## config.mk

```make
export PLATFORM = sky130hd
export DESIGN_NAME = glyph_rain_sequencer
export DESIGN_NICKNAME = d
export VERILOG_FILES = /design/src/rtl/glyph_rain_sequencer.sv
export SDC_FILE = /design/constraint.sdc
export NUM_CORES = 1
export LEC_CHECK = 0
export CAP_MARGIN = 40
export CORE_MARGIN = 2
export CORE_UTILIZATION = 38
export DETAILED_ROUTE_END_ITERATION = 8
export GPL_ROUTABILITY_DRIVEN = 0
export PLACE_DENSITY = 0.73
export SETUP_SLACK_MARGIN = 0.05
export SYNTH_ARGS = -nofsm -noshare
export SYNTH_HDL_FRONTEND = slang
export SYNTH_SLANG_ARGS = --single-unit
```

## constraint.sdc

```tcl
create_clock -name clk -period 2 [get_ports clk]
set_input_delay 0.4 -clock clk [delete_from_list [all_inputs] [get_ports clk]]
set_output_delay 0.4 -clock clk [all_outputs]
set_load 0.02 [all_outputs]
```

## src/rtl/glyph_rain_sequencer.sv

```systemverilog
// ---------------------------------------------------------------------------
// glyph_rain_sequencer
//
// Frame scheduler for the glyph-mode rain display. It runs entirely in the
// pixel-clock domain. vsync and the step button are synchronised, and each
// rising edge of vsync counts as one frame boundary. On a boundary the block
// decides whether the animation frame counter advances. That decision depends
// on the speed divider, the pause/step controls and the intro drop sweep.
// The block also picks the palette id, either from pal_sel or by auto-cycling.
//
// Ports
//   clk        : pixel clock
//   reset      : asynchronous active-high reset
//   vsync      : vsync pulse from the sync generator (asynchronous)
//   pause      : level, freeze animation at the next boundary
//   step       : raw button, a rising edge requests one frame while paused
//   speed      : advance every 2^speed boundaries
//   auto_pal   : 1 = auto-cycle palettes, 0 = use pal_sel
//   pal_sel    : manual palette id
//   frame      : animation frame counter
//   frame_tick : one-cycle pulse in the first cycle a new frame value shows
//   drop_phase : high during the intro drop sweep
//   pal_id     : palette id for the palette ROM
//   state      : 0 INTRO, 1 RUN, 2 PAUSE_INTRO, 3 PAUSE_RUN
//
// Timing: all decisions happen in the cycle where vs_rise is high. The new
// frame value and frame_tick both appear one clock later.
// ---------------------------------------------------------------------------
module glyph_rain_sequencer #(
    parameter int FRAME_W  = 10,
    parameter int PAL_HOLD = 600
) (
    input  logic               clk,
    input  logic               reset,
    input  logic               vsync,
    input  logic               pause,
    input  logic               step,
    input  logic [1:0]         speed,
    input  logic               auto_pal,
    input  logic [1:0]         pal_sel,
    output logic [FRAME_W-1:0] frame,
    output logic               frame_tick,
    output logic               drop_phase,
    output logic [1:0]         pal_id,
    output logic [1:0]         state
);

    typedef enum logic [1:0] {
        INTRO       = 2'd0,
        RUN         = 2'd1,
        PAUSE_INTRO = 2'd2,
        PAUSE_RUN   = 2'd3
    } state_e;

    localparam int PCW = (PAL_HOLD > 1) ? $clog2(PAL_HOLD) : 1;
    localparam logic [PCW-1:0] PAL_LAST = PCW'(PAL_HOLD - 1);

    // Synchronisers: two metastability flops and one edge-detect flop each.
    logic vs_s1_q, vs_s2_q, vs_s3_q;
    logic st_s1_q, st_s2_q, st_s3_q;

    state_e             state_q, state_d;
    logic               drop_q, drop_d;
    logic [FRAME_W-1:0] frame_q, frame_d;
    logic               tick_q, tick_d;
    logic [2:0]         div_q, div_d;
    logic [PCW-1:0]     pcnt_q, pcnt_d;
    logic [1:0]         pal_q, pal_d;
    logic               pend_q, pend_d;

    logic       vs_rise;
    logic       st_rise;
    logic       div_eval;
    logic       adv;
    logic [2:0] div_lim;

    assign vs_rise = vs_s2_q & ~vs_s3_q;
    assign st_rise = st_s2_q & ~st_s3_q;

    // Terminal divider count for each speed: 2^speed - 1.
    always_comb begin
        div_lim = 3'd0;
        case (speed)
            2'd0: div_lim = 3'd0;
            2'd1: div_lim = 3'd1;
            2'd2: div_lim = 3'd3;
            2'd3: div_lim = 3'd7;
            default: div_lim = 3'd0;
        endcase
    end

    always_comb begin
        state_d  = state_q;
        drop_d   = drop_q;
        frame_d  = frame_q;
        tick_d   = 1'b0;
        div_d    = div_q;
        pcnt_d   = pcnt_q;
        pal_d    = pal_q;
        pend_d   = pend_q;
        div_eval = 1'b0;
        adv      = 1'b0;

        if (vs_rise) begin
            case (state_q)
                INTRO: begin
                    // Entering pause takes priority over this boundary's advance.
                    if (pause) state_d = PAUSE_INTRO;
                    else       div_eval = 1'b1;
                end
                RUN: begin
                    if (pause) state_d = PAUSE_RUN;
                    else       div_eval = 1'b1;
                end
                PAUSE_INTRO, PAUSE_RUN: begin
                    if (!pause) begin
                        // Resume: the divider still runs on this same boundary.
                        state_d  = (state_q == PAUSE_INTRO) ? INTRO : RUN;
                        pend_d   = 1'b0;
                        div_eval = 1'b1;
                    end else if (pend_q) begin
                        // A step advances one frame and skips the divider.
                        adv    = 1'b1;
                        pend_d = 1'b0;
                    end
                end
                default: state_d = INTRO;
            endcase

            // The >= compare lets a speed decrease act at the next boundary.
            if (div_eval) begin
                if (div_q >= div_lim) begin
                    adv   = 1'b1;
                    div_d = 3'd0;
                end else begin
                    div_d = div_q + 3'd1;
                end
            end

            if (adv) begin
                frame_d = frame_q + 1'b1;
                tick_d  = 1'b1;
                // Wrapping out of the intro ends the drop sweep.
                if (&frame_q) begin
                    if (state_d == INTRO) begin
                        state_d = RUN;
                        drop_d  = 1'b0;
                    end else if (state_d == PAUSE_INTRO) begin
                        state_d = PAUSE_RUN;
                        drop_d  = 1'b0;
                    end
                end
            end

            // Palette only changes on a boundary, never in mid-frame.
            if (!auto_pal) begin
                pal_d  = pal_sel;
                pcnt_d = '0;
            end else if (adv) begin
                if (pcnt_q >= PAL_LAST) begin
                    pcnt_d = '0;
                    pal_d  = pal_q + 2'd1;
                end else begin
                    pcnt_d = pcnt_q + 1'b1;
                end
            end
        end

        // A step edge is recorded only when the block is paused and stays
        // paused after this boundary. If it lands on the same cycle as a
        // consumed step, it re-arms for the following boundary.
        if (st_rise && state_q[1] && state_d[1]) begin
            pend_d = 1'b1;
        end
    end

    always_ff @(posedge clk or posedge reset) begin
        if (reset) begin
            vs_s1_q <= 1'b0;
            vs_s2_q <= 1'b0;
            vs_s3_q <= 1'b0;
            st_s1_q <= 1'b0;
            st_s2_q <= 1'b0;
            st_s3_q <= 1'b0;
            state_q <= INTRO;
            drop_q  <= 1'b1;
            frame_q <= '0;
            tick_q  <= 1'b0;
            div_q   <= 3'd0;
            pcnt_q  <= '0;
            pal_q   <= 2'd0;
            pend_q  <= 1'b0;
        end else begin
            vs_s1_q <= vsync;
            vs_s2_q <= vs_s1_q;
            vs_s3_q <= vs_s2_q;
            st_s1_q <= step;
            st_s2_q <= st_s1_q;
            st_s3_q <= st_s2_q;
            state_q <= state_d;
            drop_q  <= drop_d;
            frame_q <= frame_d;
            tick_q  <= tick_d;
            div_q   <= div_d;
            pcnt_q  <= pcnt_d;
            pal_q   <= pal_d;
            pend_q  <= pend_d;
        end
    end

    assign frame      = frame_q;
    assign frame_tick = tick_q;
    assign drop_phase = drop_q;
    assign pal_id     = pal_q;
    assign state      = state_q;

endmodule

```

==> impl_metrics.tcl, run 1 <==
set metrics [dict create \
    outcome "complete, no violations" \
    cp_data_arrival_time_ns 2.05 \
    max_freq_mhz 534.6 \
    grt_use_total 0.1567 \
    fin_tns_setup_ns 0 \
    clk_pin_slew_worst_paths_ns 0.07 \
    critPathMaxFanout 5 \
    area.growth.synth_to_final_pct 38.16 \
    synthesis.nets 181 \
    route.vias.total 1414 \
    rsz0062_at_grt "no" \
    grt_pass1_wl_mm 6.134 \
    ff2ff_setup_slack_ns 0.14 \
    powerDensity_nw_per_um2 993.2 \
    cts.htree.levels 2 \
    clockRootBuffer "clkbuf_8" \
    grt_max_degree 37 \
    clock-sinks 36 \
    rr_startpoint "div_q[1]" \
    yosysSeqAreaShare 0.5221 \
    avgSynthCellArea_um2 10.47 \
    synthCells 165 \
    clock_path_buffers 2 \
    yosys_warnings 0 \
    hp-class "flop to flop" \
    worstSetupEndpoint "pcnt_q[9]" \
    max_cap_viol_count 0 \
    initial_core_util 0.3968 \
    n_antenna_cell 0 \
    drc 0 \
    fin_skew_ns 0.01177 \
    viasPerCell 5.276 \
    die_h_um 71.43 \
    finalCritPeriodShare 0.9353 \
    final_cell_count_no_fill 268 \
    portBuffers 25 \
    dieArea_um2 5102 \
    cts_hold_buf 0 \
    slew_headroom 0.7034 \
    crit_required_ns 2.18 \
    first_iter_violations 69 \
    cts_tree "done" \
    worstSetupEndpointType "flop" \
    rr_endpoint "pcnt_q[9]" \
    holdWs_ns 0.3543 \
    routed_wl_mm 3.636 \
    synth.cell_area_um2 1728 \
    firstDrtPassIters 4 \
    dp_cells 257 \
    setup_ws_ns 0.1294 \
    rr_worst_depth 5 \
    startpoint "pause" \
    layout_min_cycle_time_ns 1.871 \
    worst_pin_slew_ns 0.4448 \
    grt_pass1_vias 1378 \
    synth-main-ff-cell "dfrtp_1" \
    slew_violations 0 \
    total_power_mw 2.371 \
    finalNetCount 231 \
    place_hpwl_mm 2.517 \
    ir_worst_vdd_mv 0.5490 \
    synth.ff_latch_count 36 \
    dp_slack_ns -0.5083 \
    synth-edff-count 0 \
    ys_async_sr_fraction 1.000 \
    pin_count 26 \
    grt-ovfl-total 0 \
    setup_viol 0 \
    fin_util 0.5483 \
    antenna_found_initial 0 \
    worstSkewPairLatency_ns 0.30 \
    wl_per_cell_um 13.57 \
    cp-start-kind "primary input" \
    ys_types 44 \
    drive_gt1_frac 0.2315 \
    cts_buffers 5 \
    finalHoldViolCount 0 \
    finalInstanceArea_um2 2387 \
    ant_nets 0 \
    p_leak_nw 1.021 \
    die_w_um 71.43 \
    placed_area_um2 2212 \
    row_count 24 \
    crit_type "primary input to flop" \
    coreArea_um2 4354 \
]
[placed cells by master (no fill, tap or decap), types with 2 or more instances in the layout]
master,n
clkbuf_2,2
nand2b_1,3
nand3_1,11
a21oi_1,4
nor2b_1,2
clkbuf_8,5
o21ai_0,3
buf_12,2
o31ai_1,4
buf_4,17
nand4_1,6
and3_1,5
xnor2_1,8
dfrtp_1,35
nor2_1,7
buf_6,2
inv_1,4
nand2_1,19
o22a_1,2
clkdlybuf4s50_1,23
ha_1,4
inv_2,3
o21ai_1,10
a31oi_1,2
[repair_timing]
action | CTS | global route
resized for setup | 6 | 10
setup buffers | 2 | 1
pin swaps | 4 | 5
setup endpoints to repair | 26 | 17
[flip-flops by register name, indices dropped and copies added (netlist names)]
name and flops:
frame 10, pcnt_q 10, div_q 3, pal_id 2
state 2, drop_phase 1, frame_tick 1, pend_q 1
st_s1_q 1, st_s2_q 1, st_s3_q 1, vs_s1_q 1
vs_s2_q 1, vs_s3_q 1
[area by class of cell]
cell class                      instances  area [um^2]
Fill cell                             387         1967
Sequential cell                        36        902.1
Clock inverter                          3        42.54
Clock buffer                            5        68.82
Timing Repair Buffer                   46        430.4
Tap cell                               52        65.06
Inverter                                7        26.28
Multi-Input combinational cell        119        852.1
[where the power goes]
group	total (mW)	internal (mW)	switching [mW]
registers	0.951	0.834	0.117
clock network	0.645	0.369	0.276
logic	0.775	0.404	0.372
total	2.37	1.61	0.764
[cells in the mapped netlist, drive strengths merged (2+ instances only)]
library cell	n	share of area
inv	7	0.015
nand2b	4	0.014
and3	5	0.018
xnor2	8	0.041
o22a	2	0.010
nor2	7	0.015
nand4	6	0.022
ha	6	0.043
nor2b	2	0.0072
o221ai	2	0.017
o31ai	5	0.022
o21ai	14	0.043
a21oi	5	0.017
a31oi	2	0.0072
buf	3	0.014
dfrtp	35	0.51
nor3	2	0.0058
nand2	20	0.043
nand3	11	0.032
a211oi	2	0.012
[critical path, cell delays in order]
cell and delay (ns):
clkdlybuf4s50_1 0.53, or4_4 0.55, o221ai_4 0.26, nor3_1 0.11, o22a_1 0.20
[cells by family after synthesis]
family | share of synthesized area
AOI/OAI and AO/OA | 0.1673
xor gates and xnor gates | 0.04562
adders and majority gates | 0.04345
buffers and inverters | 0.02897
DFF | 0.5221
muxes | 0.01231
and+or+nand+nor | 0.1803
[worst min-delay path by stage]
| stage | start | endpoint | slack [ns] | cells after the start |
|---|---|---|---|---|
| floorplan | st_s1_q | st_s2_q | 0.33 | 0 |
| global placement | vs_s1_q | vs_s2_q | 0.33 | 0 |
| detailed placement | vs_s1_q | vs_s2_q | 0.34 | 0 |
| CTS | vs_s1_q | vs_s2_q | 0.36 | 0 |
| global route | st_s1_q | st_s2_q | 0.36 | 0 |
| finish | st_s1_q | st_s2_q | 0.35 | 0 |
[per-layer routing]
layer / global-route usage / up-vias / routed length, um
met2: 0.2418 / 33 / 1731
met5: 0 / - / 0
met4: 0.06918 / 0 / 42
met3: 0.04923 / 4 / 164
met1: 0.2031 / 674 / 1699
li1: - / 703 / -
(Power assumes the default switching activity.)
==> inputs of run 2 (changes only) <==
--- a/config.mk
+++ b/config.mk
@@ -5,12 +5,13 @@
 export SDC_FILE = /design/constraint.sdc
 export NUM_CORES = 1
 export LEC_CHECK = 0
+export ABC_AREA = 1
 export CAP_MARGIN = 40
 export CORE_MARGIN = 2
-export CORE_UTILIZATION = 38
+export CORE_UTILIZATION = 44
 export DETAILED_ROUTE_END_ITERATION = 8
 export GPL_ROUTABILITY_DRIVEN = 0
-export PLACE_DENSITY = 0.73
+export PLACE_DENSITY = 0.8
 export SETUP_SLACK_MARGIN = 0.05
 export SYNTH_ARGS = -nofsm -noshare
 export SYNTH_HDL_FRONTEND = slang
==> run 2 against run 1 <==
Against the previous run: combinational power rose by 5.2%; count of clock-buffer cells in the layout rose by 1; global-route usage rose by 1.4 points; clock skew fell by 0.0016 ns; synthesized cell count rose by 51%; setup slack got worse by 0.042 ns; fmax fell by 2.2%; critical endpoint is now frame[0].
==> impl_metrics.tcl, run 2 <==
set metrics [dict create \
    outcome "complete, no violations" \
    first_iter_violations 48 \
    max_stage_delay_ns 0.67 \
    crit_slowest_cell "clkdlybuf4s50_1" \
    area.growth.synth_to_final_pct 24.78 \
    clock-sinks 36 \
    p_leak_nw 1.244 \
    synth-main-ff-cell "dfrtp_1" \
    dp_slack_ns -0.3618 \
    crit_required_ns 1.60 \
    firstDrtPassIters 6 \
    powerDensity_nw_per_um2 1002 \
    drive_gt1_frac 0.1215 \
    drc 0 \
    cts.htree.levels 2 \
    finalHoldViolCount 0 \
    multiInputGateArea_um2 918.4 \
    wl_per_cell_um 11.55 \
    grt_use_total 0.1704 \
    regArea_um2 902.1 \
    die_w_um 70.99 \
    fillCellCount 410 \
    layout_min_cycle_time_ns 1.913 \
    final_cell_mix "nand2_1 (74), inv_1 (37), dfrtp_1 (35)" \
    finalNetCount 303 \
    synth.area.top_cells "dfrtp_1 (44%), nand2_1 (15%), inv_1 (7.0%)" \
    synthesis.nets 265 \
    grt-ovfl-total 0 \
    routed_wl_mm 3.928 \
    worstSkewPairLatency_ns 0.29 \
    slew_violations 0 \
    worstSetupEndpointType "output pin" \
    rsz0062_at_grt "no" \
    yosysSeqAreaShare 0.4569 \
    critical-path-top-delay-family "buffers and inverters" \
    place_hpwl_mm 2.636 \
    yosysMostFrequentCell "nand2_1" \
    synthCells 249 \
    finalCritPeriodShare 0.9565 \
    final_common_cell "nand2_1" \
    ir_worst_vdd_mv 0.7774 \
    ys_async_sr_fraction 1.000 \
    cts_buffers 5 \
    clockRootBuffer "clkbuf_8" \
    viasPerCell 4.885 \
    yosys.area.top_type "dfrtp_1" \
    ys_types 31 \
    met3_usage 0.02564 \
    grt_pass1_wl_mm 6.837 \
    fin_skew_ns 0.01017 \
    clock_path_buffers 2 \
    yosys_warnings 0 \
    fin_util 0.5697 \
    route.vias.total 1661 \
    coreArea_um2 4324 \
    slew_headroom 0.6912 \
    ant_nets 0 \
    cp-start-kind "flop" \
    fin_tns_setup_ns 0 \
    busiest_layer "met2" \
    cts_tree "done" \
    synth.cell_area_um2 1974 \
    initial_core_util 0.4566 \
    finalInstanceArea_um2 2464 \
    antenna_found_initial 0 \
    pin_count 26 \
    setup_ws_ns 0.08704 \
    synth-edff-count 0 \
    n_antenna_cell 0 \
    dieArea_um2 5039 \
    placed_area_um2 2311 \
    grt_util_met1 0.2346 \
    crit_type "flop to output pin" \
    netlist.area_leader.share 0.4436 \
    path_cells "clkdlybuf4s50_1" \
    cp_data_arrival_time_ns 1.51 \
    grt_pass1_vias 1541 \
    row_count 24 \
    max_cap_viol_count 0 \
    grt_max_degree 37 \
    setup_viol 0 \
    hp-class "flop to flop" \
    clk_pin_slew_worst_paths_ns 0.07 \
    crit_buf_inv 1 \
    synth_common_cells "nand2_1 (77), inv_1 (37), dfrtp_1 (35), nand3_1 (19), nor2_1 (15)" \
    die_h_um 70.99 \
    critPathMaxFanout 8 \
    max_freq_mhz 522.8 \
    total_power_mw 2.469 \
    use_met2 0.2710 \
    avgSynthCellArea_um2 7.929 \
    portBuffers 25 \
    synth.ff_latch_count 36 \
    worst_pin_slew_ns 0.4631 \
]
-- run 2: cell count changes in the layout (fill, tap and decap cells not counted), sizes merged, moves of 5 or more --
cell / change
nand2: +62
xnor2: -6
and3: -5
xor2: +6
inv: +32
buf: -13
nor2: +10
o31ai: -5
nand3: +11
-- run 2: what timing repair did --
item | in CTS | in global routing
hold buffers | 0 | 0
resized for setup | 6 | 4
pin swaps | 2 | 1
gates cloned | 2 | 0
setup buffers | 0 | 1
endpoints found under the setup margin | 21 | 23
-- run 2: power breakdown --
group	leakage, nW	switching (mW)	internal, mW
registers	0.460	0.160	0.867
clock network	0.0552	0.258	0.370
logic	0.729	0.449	0.365
-- run 2: worst reg2reg max path, cell delays in order, from the launching register on --
cell and delay, ns:
dfrtp_1 0.41, ha_1 0.33, a21oi_2 0.18, nand2_2 0.10
nand2_4 0.10, nand3_4 0.17, nand2_1 0.11, nand2_1 0.05
nand2_1 0.05, inv_1 0.03
-- run 2: cell families after synthesis --
kind of cell               Yosys count  share of synthesized area
adders and majority gates            6                    0.03802
DFF                                 36                     0.4569
buffers and inverters               42                    0.08935
AOI/OAI and AO/OA                   18                    0.05196
xor gates and xnor gates             9                    0.04373
muxes                                1                   0.005070
and+or+nand+nor                    137                     0.3150
-- run 2: layout make-up --
type                    count  share of cell area
multi-input cells         172              0.3728
flip-flops and latches     36              0.3662
repair buffers             33              0.1265
inverters                  38             0.06094
clock buffers               6             0.02946
well taps                  52             0.02641
clock inverters             2             0.01422
repair inverters            1            0.003555
-- run 2: through the flow --
step	hold slack (ns)	instances
4_1_cts	0.3531	339
5_1_grt	0.3590	340
2_1_floorplan	0.3312	249
6_report	0.3524	340
3_3_place_gp	0.3325	329
3_5_place_dp	0.3355	329
-- run 2: worst paths after layout --
path,startpoint,to,slack [ns],cells past startpoint
setup / recovery,frame[0],frame[0],0.09,1
hold / removal,vs_s1_q,vs_s2_q,0.35,0
setup reg to reg,div_q[2],pcnt_q[9],0.38,9
hold reg to reg,vs_s1_q,vs_s2_q,0.35,0
max in group asynchronous,reset,drop_phase,1.13,3
min in group asynchronous,reset,pcnt_q[7],0.52,3
-- run 2: metal layers --
layer / part of all wire / wire length (um)
met3: 0.028 / 109
met2: 0.47 / 1842
met5: 0 / 0
met4: 0.013 / 52
met1: 0.49 / 1924
==> inputs of run 3 (changes only) <==
--- a/config.mk
+++ b/config.mk
@@ -8,10 +8,11 @@
 export ABC_AREA = 1
 export CAP_MARGIN = 40
 export CORE_MARGIN = 2
-export CORE_UTILIZATION = 44
+export CORE_UTILIZATION = 49
 export DETAILED_ROUTE_END_ITERATION = 8
 export GPL_ROUTABILITY_DRIVEN = 0
-export PLACE_DENSITY = 0.8
+export HOLD_SLACK_MARGIN = 0.05
+export PLACE_DENSITY = 0.86
 export SETUP_SLACK_MARGIN = 0.05
 export SYNTH_ARGS = -nofsm -noshare
 export SYNTH_HDL_FRONTEND = slang
==> run 3 against run 2 <==
Against the previous run: clock skew fell by 0.0019 ns; critical endpoint is now drop_phase; setup slack improved by 0.085 ns; sequential power barely moved.
==> impl_metrics.tcl, run 3 (synthesis gave the netlist of run 2 again) <==
set metrics [dict create \
    initial_core_util 0.5008 \
    grt_max_degree 37 \
    power.clock.fraction 0.226 \
    area.growth.synth_to_final_pct 24.40 \
    routed_wl_mm 4.043 \
    route.vias.total 1720 \
    finalHoldViolCount 0 \
    crit_slowest_cell "clkdlybuf4s50_1" \
    rr_startpoint "div_q[2]" \
    grt-ovfl-total 0 \
    worstSetupEndpointType "output pin" \
    max_stage_delay_ns 0.60 \
    ff2ff_setup_slack_ns 0.40 \
    clk_pin_slew_worst_paths_ns 0.07 \
    crit_required_ns 1.60 \
    ir_worst_vdd_mv 0.6057 \
    path_cells "clkdlybuf4s50_1" \
    final_common_cell "nand2_1" \
    p_sw_mw 0.8874 \
    layout_min_cycle_time_ns 1.828 \
    dieArea_um2 4553 \
    worst_pin_slew_ns 0.4432 \
    crit_type "flop to output pin" \
    fillCellCount 309 \
    holdWs_ns 0.3574 \
    p_int_mw 1.524 \
    die_h_um 67.48 \
    regArea_um2 902.1 \
    whs_endpoint "vs_s2_q" \
    antenna_found_initial 0 \
    grt_pass1_vias 1535 \
    finalCritPeriodShare 0.9139 \
    max_freq_mhz 547.1 \
    outcome "complete, no violations" \
    n_antenna_cell 0 \
    firstDrtPassIters 4 \
    power_frac_comb 0.358 \
    portBuffers 25 \
    hp-class "flop to flop" \
    crit_buf_inv 1 \
    cts.htree.levels 2 \
    critPathMaxFanout 2 \
    grt_pass1_wl_mm 7.031 \
    multiInputGateArea_um2 918.4 \
    cts_tree "done" \
    hp-start "vs_s1_q" \
    place_hpwl_mm 2.766 \
    grt_use_total 0.2060 \
    powerDensity_nw_per_um2 981.7 \
    final_cell_mix "nand2_1 (74), inv_1 (37), dfrtp_1 (35)" \
    clock-sinks 36 \
    rsz0062_at_grt "no" \
    slew_violations 0 \
    min_path_cells 0 \
    die_w_um 67.48 \
    switching_share 0.3680 \
    cp_data_arrival_time_ns 1.43 \
    pin_count 26 \
    slew_headroom 0.7045 \
    drc 0 \
    max_cap_viol_count 0 \
    critical-path-top-delay-family "buffers and inverters" \
    fin_skew_ns 0.008244 \
    row_count 23 \
    finalInstanceArea_um2 2456 \
    cts_buffers 5 \
    clock_path_buffers 2 \
    placed_area_um2 2316 \
    clockRootBuffer "clkbuf_8" \
    rr_endpoint "pcnt_q[2]" \
    drive_gt1_frac 0.1246 \
    worstSkewPairLatency_ns 0.29 \
    coreArea_um2 3943 \
    viasPerCell 5.074 \
    cts_hold_buf 0 \
    rr_worst_depth 8 \
    setup_viol 0 \
    finalNetCount 304 \
    first_iter_violations 82 \
    wl_per_cell_um 11.93 \
    cp-start-kind "flop" \
    seq_power_share 0.417 \
    ant_nets 0 \
    p_leak_nw 1.246 \
]
==> run 3: power groups by stage <==
stage | clock [mW] | combinational [mW] | sequential [mW]
3_3_place_gp | 0 | 0.798 | 1.01
2_1_floorplan | 0 | 0.405 | 1.10
3_5_place_dp | 0 | 0.825 | 1.02
6_report | 0.544 | 0.863 | 1.00
4_1_cts | 0.557 | 0.845 | 1.00
5_1_grt | 0.598 | 0.962 | 1.03
==> run 3: per-layer routing <==
layer,up-vias,global-route usage,share of wire
li1,864,-,-
met1,795,0.2765,0.45
met2,51,0.3137,0.48
met3,10,0.06333,0.061
met4,0,0.07398,0.011
met5,-,0,0
==> run 3: final cells by class <==
class                           instances  share of cell area
Clock buffer                            7             0.03515
Sequential cell                        36              0.3673
Timing Repair inverter                  1            0.002547
Timing Repair Buffer                   34              0.1314
Inverter                               38             0.06113
Tap cell                               50             0.02547
Multi-Input combinational cell        172              0.3739
Clock inverter                          1            0.003057
==> run 3: worst max path at each step <==
stage                from          to  slack [ns]  depth (start not counted)
2_1_floorplan    speed[1]    frame[0]        0.22                         10
3_3_place_gp     speed[1]    frame[3]       -0.31                         11
3_5_place_dp     speed[1]    frame[3]       -0.37                         11
4_1_cts          speed[1]   pcnt_q[0]        0.03                         12
5_1_grt        drop_phase  drop_phase        0.13                          1
6_report       drop_phase  drop_phase        0.17                          1
==> run 3: per-stage QoR <==
| stage | power (mW) | TNS (ns) | instances | worst slack [ns] | utilization |
|---|---|---|---|---|---|
| 2_1_floorplan | 1.509 | 0 | 249 | 0.2186 | - |
| 3_3_place_gp | 1.808 | -6.073 | 328 | -0.3111 | 0.5874 |
| 3_5_place_dp | 1.841 | -7.201 | 328 | -0.3688 | 0.5874 |
| 4_1_cts | 2.407 | 0 | 337 | 0.03404 | 0.6163 |
| 5_1_grt | 2.588 | 0 | 339 | 0.1261 | 0.6230 |
| 6_report | 2.411 | 0 | 339 | 0.1722 | 0.6230 |
==> run 3: timing repair <==
action                     4_1_cts  5_1_grt
setup endpoints to repair       18       24
setup buffers                    0        1
gates resized for setup          3        6
pin swaps                        0        1
gates cloned                     1        1
